## config.mk

```make
export PLATFORM = sky130hd
export DESIGN_NAME = apb_master
export DESIGN_NICKNAME = d
export VERILOG_FILES = /design/src/rtl/apb_master.sv
export SDC_FILE = /design/constraint.sdc
export NUM_CORES = 1
export LEC_CHECK = 0
export CORE_MARGIN = 10
export CORE_UTILIZATION = 30
export DETAILED_ROUTE_END_ITERATION = 10
export PLACE_DENSITY = 0.56
export RECOVER_POWER = 25
export SKIP_CTS_REPAIR_TIMING = 1
export SLEW_MARGIN = 30
export SYNTH_ARGS = -nofsm -noshare
export SYNTH_HDL_FRONTEND = slang
export SYNTH_SLANG_ARGS = --single-unit
```

## constraint.sdc

```tcl
create_clock -name pclk -period 3.15 [get_ports pclk]
set_clock_uncertainty 0.05 [all_clocks]
set_input_delay 0.315 -clock pclk [delete_from_list [all_inputs] [get_ports pclk]]
set_output_delay 0.315 -clock pclk [all_outputs]
set_load 0.02 [all_outputs]
```

## src/rtl/apb_master.sv

```systemverilog
// APB requester: one command in, one APB transfer out, one response back.
// Latency: accept -> rsp_valid_o is 3 cycles minimum (SETUP, ACCESS, RESP); illegal commands respond after 1 cycle.
// Backpressure: cmd_ready_o only in IDLE; a response is held in RESP until rsp_ready_i, so at most one transfer is outstanding.
module apb_master #(
    parameter logic [11:0] ADDR_MIN       = 12'h000,
    parameter logic [11:0] ADDR_MAX       = 12'h010,
    parameter int          TIMEOUT_CYCLES = 16
) (
    input  logic        pclk,
    input  logic        preset,
    // command channel
    input  logic        cmd_valid_i,
    output logic        cmd_ready_o,
    input  logic        cmd_write_i,
    input  logic [11:0] cmd_addr_i,
    input  logic [31:0] cmd_wdata_i,
    input  logic [3:0]  cmd_strb_i,
    // response channel
    output logic        rsp_valid_o,
    input  logic        rsp_ready_i,
    output logic [31:0] rsp_rdata_o,
    output logic        rsp_slverr_o,
    output logic        rsp_timeout_o,
    // APB requester side
    output logic        psel,
    output logic        penable,
    output logic        pwrite,
    output logic [11:0] paddr,
    output logic [31:0] pwdata,
    output logic [3:0]  pstrb,
    input  logic [31:0] prdata,
    input  logic        pready,
    input  logic        pslverr
);

    localparam int              CNT_W    = $clog2(TIMEOUT_CYCLES + 1);
    // last wait cycle index before the counter saturates
    localparam logic [CNT_W-1:0] CNT_LAST = CNT_W'(TIMEOUT_CYCLES - 1);
    localparam logic [CNT_W-1:0] CNT_SAT  = CNT_W'(TIMEOUT_CYCLES);
    localparam logic [11:0]      ADDR_SPAN = ADDR_MAX - ADDR_MIN;

    typedef enum logic [1:0] {
        S_IDLE,
        S_SETUP,
        S_ACCESS,
        S_RESP
    } state_t;

    state_t           r_state;
    logic [CNT_W-1:0] r_cnt;

    // one-entry command register
    logic             r_write;
    logic [11:0]      r_addr;
    logic [31:0]      r_wdata;
    logic [3:0]       r_strb;

    // response register
    logic [31:0]      r_rdata;
    logic             r_slverr;
    logic             r_timeout;

    // registered control outputs
    logic             r_cmd_rdy;
    logic             r_psel;
    logic             r_penable;
    logic             r_rsp_vld;

    logic             w_cmd_legal;
    logic             w_apb_on;
    logic             w_wr_on;

    // Range check as one unsigned compare: addresses below ADDR_MIN wrap to large values.
    assign w_cmd_legal = ((cmd_addr_i - ADDR_MIN) <= ADDR_SPAN) && (cmd_addr_i[1:0] == 2'b00);

    // Control state machine; all outputs registered alongside the state.
    always_ff @(posedge pclk) begin
        if (preset) begin
            r_state   <= S_IDLE;
            r_cnt     <= '0;
            r_write   <= 1'b0;
            r_addr    <= '0;
            r_wdata   <= '0;
            r_strb    <= '0;
            r_rdata   <= '0;
            r_slverr  <= 1'b0;
            r_timeout <= 1'b0;
            r_cmd_rdy <= 1'b1;
            r_psel    <= 1'b0;
            r_penable <= 1'b0;
            r_rsp_vld <= 1'b0;
        end else begin
            case (r_state)
                S_IDLE: begin
                    if (cmd_valid_i) begin
                        r_write   <= cmd_write_i;
                        r_addr    <= cmd_addr_i;
                        r_wdata   <= cmd_wdata_i;
                        r_strb    <= cmd_strb_i;
                        r_cmd_rdy <= 1'b0;
                        if (w_cmd_legal) begin
                            r_state <= S_SETUP;
                            r_psel  <= 1'b1;
                        end else begin
                            // rejected without touching the bus
                            r_state   <= S_RESP;
                            r_rsp_vld <= 1'b1;
                            r_rdata   <= '0;
                            r_slverr  <= 1'b1;
                            r_timeout <= 1'b0;
                        end
                    end
                end
                S_SETUP: begin
                    r_state   <= S_ACCESS;
                    r_penable <= 1'b1;
                    r_cnt     <= '0;
                end
                S_ACCESS: begin
                    if (pready) begin
                        // completion wins over a simultaneous timeout
                        r_state   <= S_RESP;
                        r_psel    <= 1'b0;
                        r_penable <= 1'b0;
                        r_rsp_vld <= 1'b1;
                        r_rdata   <= r_write ? 32'h0 : prdata;
                        r_slverr  <= pslverr;
                        r_timeout <= 1'b0;
                    end else if (r_cnt == CNT_LAST) begin
                        r_cnt     <= CNT_SAT;
                        r_state   <= S_RESP;
                        r_psel    <= 1'b0;
                        r_penable <= 1'b0;
                        r_rsp_vld <= 1'b1;
                        r_rdata   <= '0;
                        r_slverr  <= 1'b1;
                        r_timeout <= 1'b1;
                    end else begin
                        r_cnt <= r_cnt + CNT_W'(1);
                    end
                end
                S_RESP: begin
                    if (rsp_ready_i) begin
                        r_state   <= S_IDLE;
                        r_rsp_vld <= 1'b0;
                        r_cmd_rdy <= 1'b1;
                    end
                end
                default: begin
                    r_state <= S_IDLE;
                end
            endcase
        end
    end

    // Reset forces every output low immediately, independent of the registered state.
    assign w_apb_on      = r_psel & ~preset;
    assign w_wr_on       = w_apb_on & r_write;

    assign cmd_ready_o   = r_cmd_rdy & ~preset;
    assign psel          = w_apb_on;
    assign penable       = r_penable & ~preset;
    assign pwrite        = w_wr_on;
    assign paddr         = w_apb_on ? r_addr : 12'h0;
    assign pwdata        = w_wr_on ? r_wdata : 32'h0;
    assign pstrb         = w_wr_on ? r_strb : 4'h0;

    assign rsp_valid_o   = r_rsp_vld & ~preset;
    assign rsp_rdata_o   = preset ? 32'h0 : r_rdata;
    assign rsp_slverr_o  = r_slverr & ~preset;
    assign rsp_timeout_o = r_timeout & ~preset;

endmodule

```

==> results of run 1 <==
==> layout make-up <==
| cell class | instances | area [um^2] | area share (%) |
|---|---|---|---|
| clock buffers | 13 | 260 | 4.12 |
| clock inverters | 3 | 42.5 | 0.674 |
| inverters | 39 | 146 | 2.32 |
| well taps | 176 | 220 | 3.49 |
| multi-input cells | 366 | 1960 | 31.1 |
| repair buffers | 181 | 1800 | 28.5 |
| flip-flops and latches | 94 | 1880 | 29.8 |
==> layout by cell type, fill, tap and decap left out, types with 2 or more instances in the layout <==
master,n
nand2_1,168
clkdlybuf4s50_1,160
dfxtp_1,94
a21oi_1,58
inv_1,39
and3_1,37
mux2i_1,33
and2_1,14
dlygate4sd3_1,12
nor2_1,11
clkbuf_16,9
o21ai_0,7
ha_1,6
buf_4,6
nor2b_1,3
nand3_1,3
nor3_1,2
nand2b_1,2
a211o_1,2
a22oi_1,2
clkbuf_8,2
clkbuf_1,2
==> flip-flops by register name, indices dropped and copies added (netlist names) <==
| register | cells |
|---|---|
| r_penable | 1 |
| r_strb | 4 |
| r_timeout | 1 |
| r_wdata | 32 |
| r_state | 2 |
| r_rdata | 32 |
| r_cmd_rdy | 1 |
| r_slverr | 1 |
| r_rsp_vld | 1 |
| r_cnt | 5 |
| r_write | 1 |
| r_psel | 1 |
| r_addr | 12 |
==> worst paths after layout <==
kind | cells after the start | endpoint | from
setup / recovery | 5 | rsp_rdata_o[3] | preset
hold / removal | 2 | r_addr[1] | r_addr[1]
setup reg to reg | 6 | r_wdata[14] | r_state[0]
hold reg to reg | 2 | r_addr[1] | r_addr[1]
==> per-stage QoR <==
| step | hold WS [ns] | std cells | total power, uW |
|---|---|---|---|
| 2_1_floorplan | 0.382 | 537 | 2270 |
| 3_3_place_gp | 0.387 | 856 | 2600 |
| 3_5_place_dp | 0.394 | 856 | 2630 |
| 4_1_cts | 0.402 | 872 | 3760 |
| 5_1_grt | 0.418 | 872 | 3930 |
| 6_report | 0.401 | 872 | 3680 |
==> cells by family (layout without fill, tap and decap cells) <==
group / count (synthesis) / count (layout) / share of synthesized area, %
multiplexers: 33 / 33 / 7.96
adder cells (fa/ha/maj): 6 / 6 / 1.81
flip-flops: 94 / 94 / 45.4
AO/OA/AOI/OAI: 75 / 75 / 10.0
AND/OR/NAND/NOR: 252 / 252 / 27.3
buffers and inverters: 77 / 236 / 7.54
==> metal layers <==
layer	track usage [%]	share of wire, %
met1	16.4	44
met3	7.68	13
met2	21.6	42
met5	0	0
met4	4.92	1.3
==> worst max-delay path, delay by kind of cell <==
family / cells / cell delay [ns]
buffers and inverters: 4 / 1.67
AND/OR/NAND/NOR: 1 / 0.20
==> power by group <==
group          total (uW)  internal (uW)  switching [uW]
Sequential           1440           1360            80.2
Combinational        1140            476             665
Clock                1100            658             445
Total                3680           2490            1190
==> results.sh, run 1 <==
export IMPL_grt_pass1_wl_um=21100
export IMPL_drt_initial_drc_count=154
export IMPL_cts_tree="yes"
export IMPL_ant_nets=0
export IMPL_path_common_cell="inv_1"
export IMPL_ir_drop_mv=0.373
export IMPL_synth_edf_count=0
export IMPL_syn_inst=537
export IMPL_drc_errors=0
export IMPL_fin_setup_tns_ns=0
export IMPL_gp_congestion=0.764
export IMPL_rrSetupSlack_ns=0.64
export IMPL_fin_util_pct=47.1
export IMPL_fill_cells=1367
export IMPL_diodes=0
export IMPL_rsz0062_at_grt="false"
export IMPL_rows=42
export IMPL_grt_usage_pct=14.1
export IMPL_syn_num_nets=630
export IMPL_synth_flop_cell="dfxtp_1"
export IMPL_dr_pass1_iters=4
export IMPL_h_tree_depth=3
export IMPL_drive_above_1_share_pct=4.02
export IMPL_period_needed_ns=2.56
export IMPL_overflow=0
export IMPL_insertion_delay_ns=0.34
export IMPL_syn_area_per_cell_um2=7.72
export IMPL_worst_pin_slew_ns=1.27
export IMPL_area_delta_synth_final_pct=52.1
export IMPL_setup_viol=0
export IMPL_power_density_nw_per_um2=584
export IMPL_first_global_vias=4031
export IMPL_clkSinkCount=94
export IMPL_dp_hpwl_um=9760
export IMPL_die_w_um=138
export IMPL_timing_hold_violations_final=0
export IMPL_maxCapViolations=0
export IMPL_yosys_area_top_type="dfxtp_1"
export IMPL_synth_common_cells="nand2_1 (168), dfxtp_1 (94), a21oi_1 (58)"
export IMPL_antenna_found_initial=0
export IMPL_ys_types=36
export IMPL_worstPathArrival_ns=2.20
export IMPL_nets=784
export IMPL_port_buffers=173
export IMPL_clkTransAtPathRegs_ns=0.06
export IMPL_cp_required_ns=2.78
export IMPL_synth_top_area_share_pct=45.4
export IMPL_fin_crit_sh_pct=81.3
export IMPL_synth_area_um2=4150
export IMPL_cp_end_kind="output pin"
export IMPL_outcome="finished, final reports clean"
export IMPL_place_area_um2=6010
export IMPL_routed_wirelength_um=13500
export IMPL_io_pins=174
export IMPL_p_leak_uw=0.00286
export IMPL_ys_seq_area_share_pct=45.4
export IMPL_dieArea_um2=18900
export IMPL_crit_fanout=35
export IMPL_stdcell_area_um2=6310
export IMPL_crit_type="input port to output pin"
export IMPL_numCtsBuffers=9
export IMPL_start_util_pct=31.0
export IMPL_grt_start_max_net_pins=51
export IMPL_cts_root_buf="clkbuf_16"
export IMPL_vias=3991
export IMPL_synthMostInstantiatedCell="nand2_1"
export IMPL_die_h_um=138
export IMPL_setup_ws_ns=0.588
export IMPL_worst_path_max_delay_cell="inv_1"
export IMPL_avgViaCountPerCell=4.58
export IMPL_synth_area_leaders="dfxtp_1 (45%), nand2_1 (15%), mux2i_1 (8.0%), a21oi_1 (7.0%), and3_1 (5.6%)"
export IMPL_max_stage_delay_ns=0.79
export IMPL_wl_per_cell_um=15.4
export IMPL_yosysWarnings=0
export IMPL_core_um2=13400
export IMPL_dp_slack_ns=0.530
export IMPL_timing_fmax_mhz=390
export IMPL_clk_path_buf_depth=2
export IMPL_maxSlewViolCount=0
export IMPL_synth_seq_cells=94
export IMPL_slew_headroom_pct=14.9
export IMPL_hold_path_class="flop to flop"
export IMPL_crit_path_cell_trace="buf_2 -> inv_1 -> nand2_1 -> inv_1 -> dlygate4sd3_1"
export IMPL_async_flop_share_pct=0
export IMPL_cp_start_kind="input port"
(Power assumes the default switching activity.)
==> inputs of run 2 (changes only) <==
==> constraint.sdc (replaced) <==
create_clock -name pclk -period 2.6 [get_ports pclk]
set_clock_uncertainty 0.05 [all_clocks]
set_input_delay 0.26 -clock pclk [delete_from_list [all_inputs] [get_ports pclk]]
set_output_delay 0.26 -clock pclk [all_outputs]
set_load 0.02 [all_outputs]
==> results.sh, run 2 (synthesis gave the netlist of run 1 again) <==
export IMPL_outcome="finished, final reports clean"
export IMPL_insertion_delay_ns=0.34
export IMPL_power_density_nw_per_um2=718
export IMPL_io_pins=174
export IMPL_setup_worst_path_start="r_cnt[0]"
export IMPL_cp_required_ns=2.82
export IMPL_wl_per_cell_um=15.1
export IMPL_power_total_uw=4560
export IMPL_cp_end_kind="flop"
export IMPL_register_area_um2=1880
export IMPL_area_delta_synth_final_pct=53.3
export IMPL_drc_errors=0
export IMPL_rows=42
export IMPL_h_tree_depth=3
export IMPL_fin_crit_sh_pct=90.6
export IMPL_clk_path_buf_depth=2
export IMPL_ant_nets=0
export IMPL_setup_viol=0
export IMPL_period_needed_ns=2.36
export IMPL_clkSinkCount=94
export IMPL_dp_hpwl_um=9680
export IMPL_die_h_um=138
export IMPL_multi_input_area_um2=1960
export IMPL_grt_start_max_net_pins=51
export IMPL_maxSlewViolCount=0
export IMPL_avgViaCountPerCell=4.65
export IMPL_fill_cells=1321
export IMPL_drt_initial_drc_count=160
export IMPL_crit_type="flop to flop"
export IMPL_nets=785
export IMPL_hold_path_class="input port to flop"
export IMPL_grt_pass1_wl_um=20700
export IMPL_reg2reg_from="r_cnt[0]"
export IMPL_cts_tree="yes"
export IMPL_port_buffers=173
export IMPL_cts_root_buf="clkbuf_16"
export IMPL_worstPathArrival_ns=2.57
export IMPL_numCtsBuffers=9
export IMPL_final_common_cell="nand2_1"
export IMPL_mostFrequentLayoutCells="nand2_1 (168), clkdlybuf4s50_1 (145), dfxtp_1 (94)"
export IMPL_antenna_found_initial=0
export IMPL_dieArea_um2=18900
export IMPL_hold_start="preset"
export IMPL_slew_headroom_pct=31.8
export IMPL_diodes=0
export IMPL_layout_cells_non_filler=873
export IMPL_p_leak_uw=0.00293
export IMPL_top_regs="r_rdata (32), r_wdata (32), r_addr (12)"
export IMPL_core_um2=13400
export IMPL_drive_above_1_share_pct=4.30
export IMPL_timing_hold_violations_final=0
export IMPL_ir_drop_mv=0.455
export IMPL_cp_start_kind="flop"
export IMPL_dr_pass1_iters=5
export IMPL_clkTransAtPathRegs_ns=0.07
export IMPL_crit_fanout=34
export IMPL_worst_pin_slew_ns=1.02
export IMPL_gp_congestion=0.719
export IMPL_vias=4057
export IMPL_placedCellCount=857
export IMPL_fin_setup_tns_ns=0
export IMPL_stdcell_area_um2=6360
export IMPL_routed_wirelength_um=13200
export IMPL_grt_usage_pct=13.7
export IMPL_place_area_um2=6040
export IMPL_overflow=0
export IMPL_die_w_um=138
export IMPL_first_global_vias=4015
export IMPL_start_util_pct=31.0
export IMPL_maxCapViolations=0
export IMPL_rsz0062_at_grt="false"
export IMPL_timing_fmax_mhz=424
run 2: cell types whose count changed in the layout (fill, tap and decap cells not counted), moves of 2 or more:
cell	previous run	this run
clkbuf_1	2	0
dlygate4sd3_1	12	27
buf_4	6	4
clkdlybuf4s50_1	160	145
run 2: critical path, cell delays in order (launching register included):
cell	delay, ns
dfxtp_1	0.33
ha_1	0.23
and3_1	0.19
ha_1	0.21
or3b_1	0.49
a31oi_4	0.25
buf_12	0.27
mux2i_1	0.24
run 2: where the power goes:
| part | internal (uW) | leakage, uW | switching (uW) |
|---|---|---|---|
| Combinational | 570 | 0.00201 | 806 |
| Sequential | 1650 | 0.000766 | 90.5 |
| Clock | 895 | 0.000162 | 556 |
run 2: worst paths after layout:
check                                    to  slack (ns)  cells after the start
worst max register to register  r_rdata[15]        0.24                      7
worst min register to register    r_addr[4]        0.40                      2
worst min-delay path              r_cmd_rdy        0.20                      3
worst max-delay path            r_rdata[15]        0.24                      7
run 2: final cells by class:
class | count | share of cell area [%]
Multi-Input combinational cell | 366 | 30.8
Sequential cell | 94 | 29.6
Timing Repair Buffer | 182 | 28.5
Clock buffer | 11 | 3.98
Tap cell | 176 | 3.46
Inverter | 39 | 2.30
Clock inverter | 5 | 1.28
run 2: metrics by stage:
stage / utilization (%) / setup slack [ns] / hold WS, ns
2_1_floorplan: - / 0.402 / 0.346
3_3_place_gp: 45.1 / 0.348 / 0.388
3_5_place_dp: 45.1 / 0.224 / 0.392
4_1_cts: 47.6 / 0.221 / 0.188
5_1_grt: 47.4 / 0.0919 / 0.248
6_report: 47.4 / 0.244 / 0.200
run 2: metal layers:
metal	wire length (um)	GRT usage, %	share of wire [%]
met5	0	0	0
met4	174	4.92	1.3
met3	1830	7.83	14
met2	5500	20.9	42
met1	5700	15.8	43
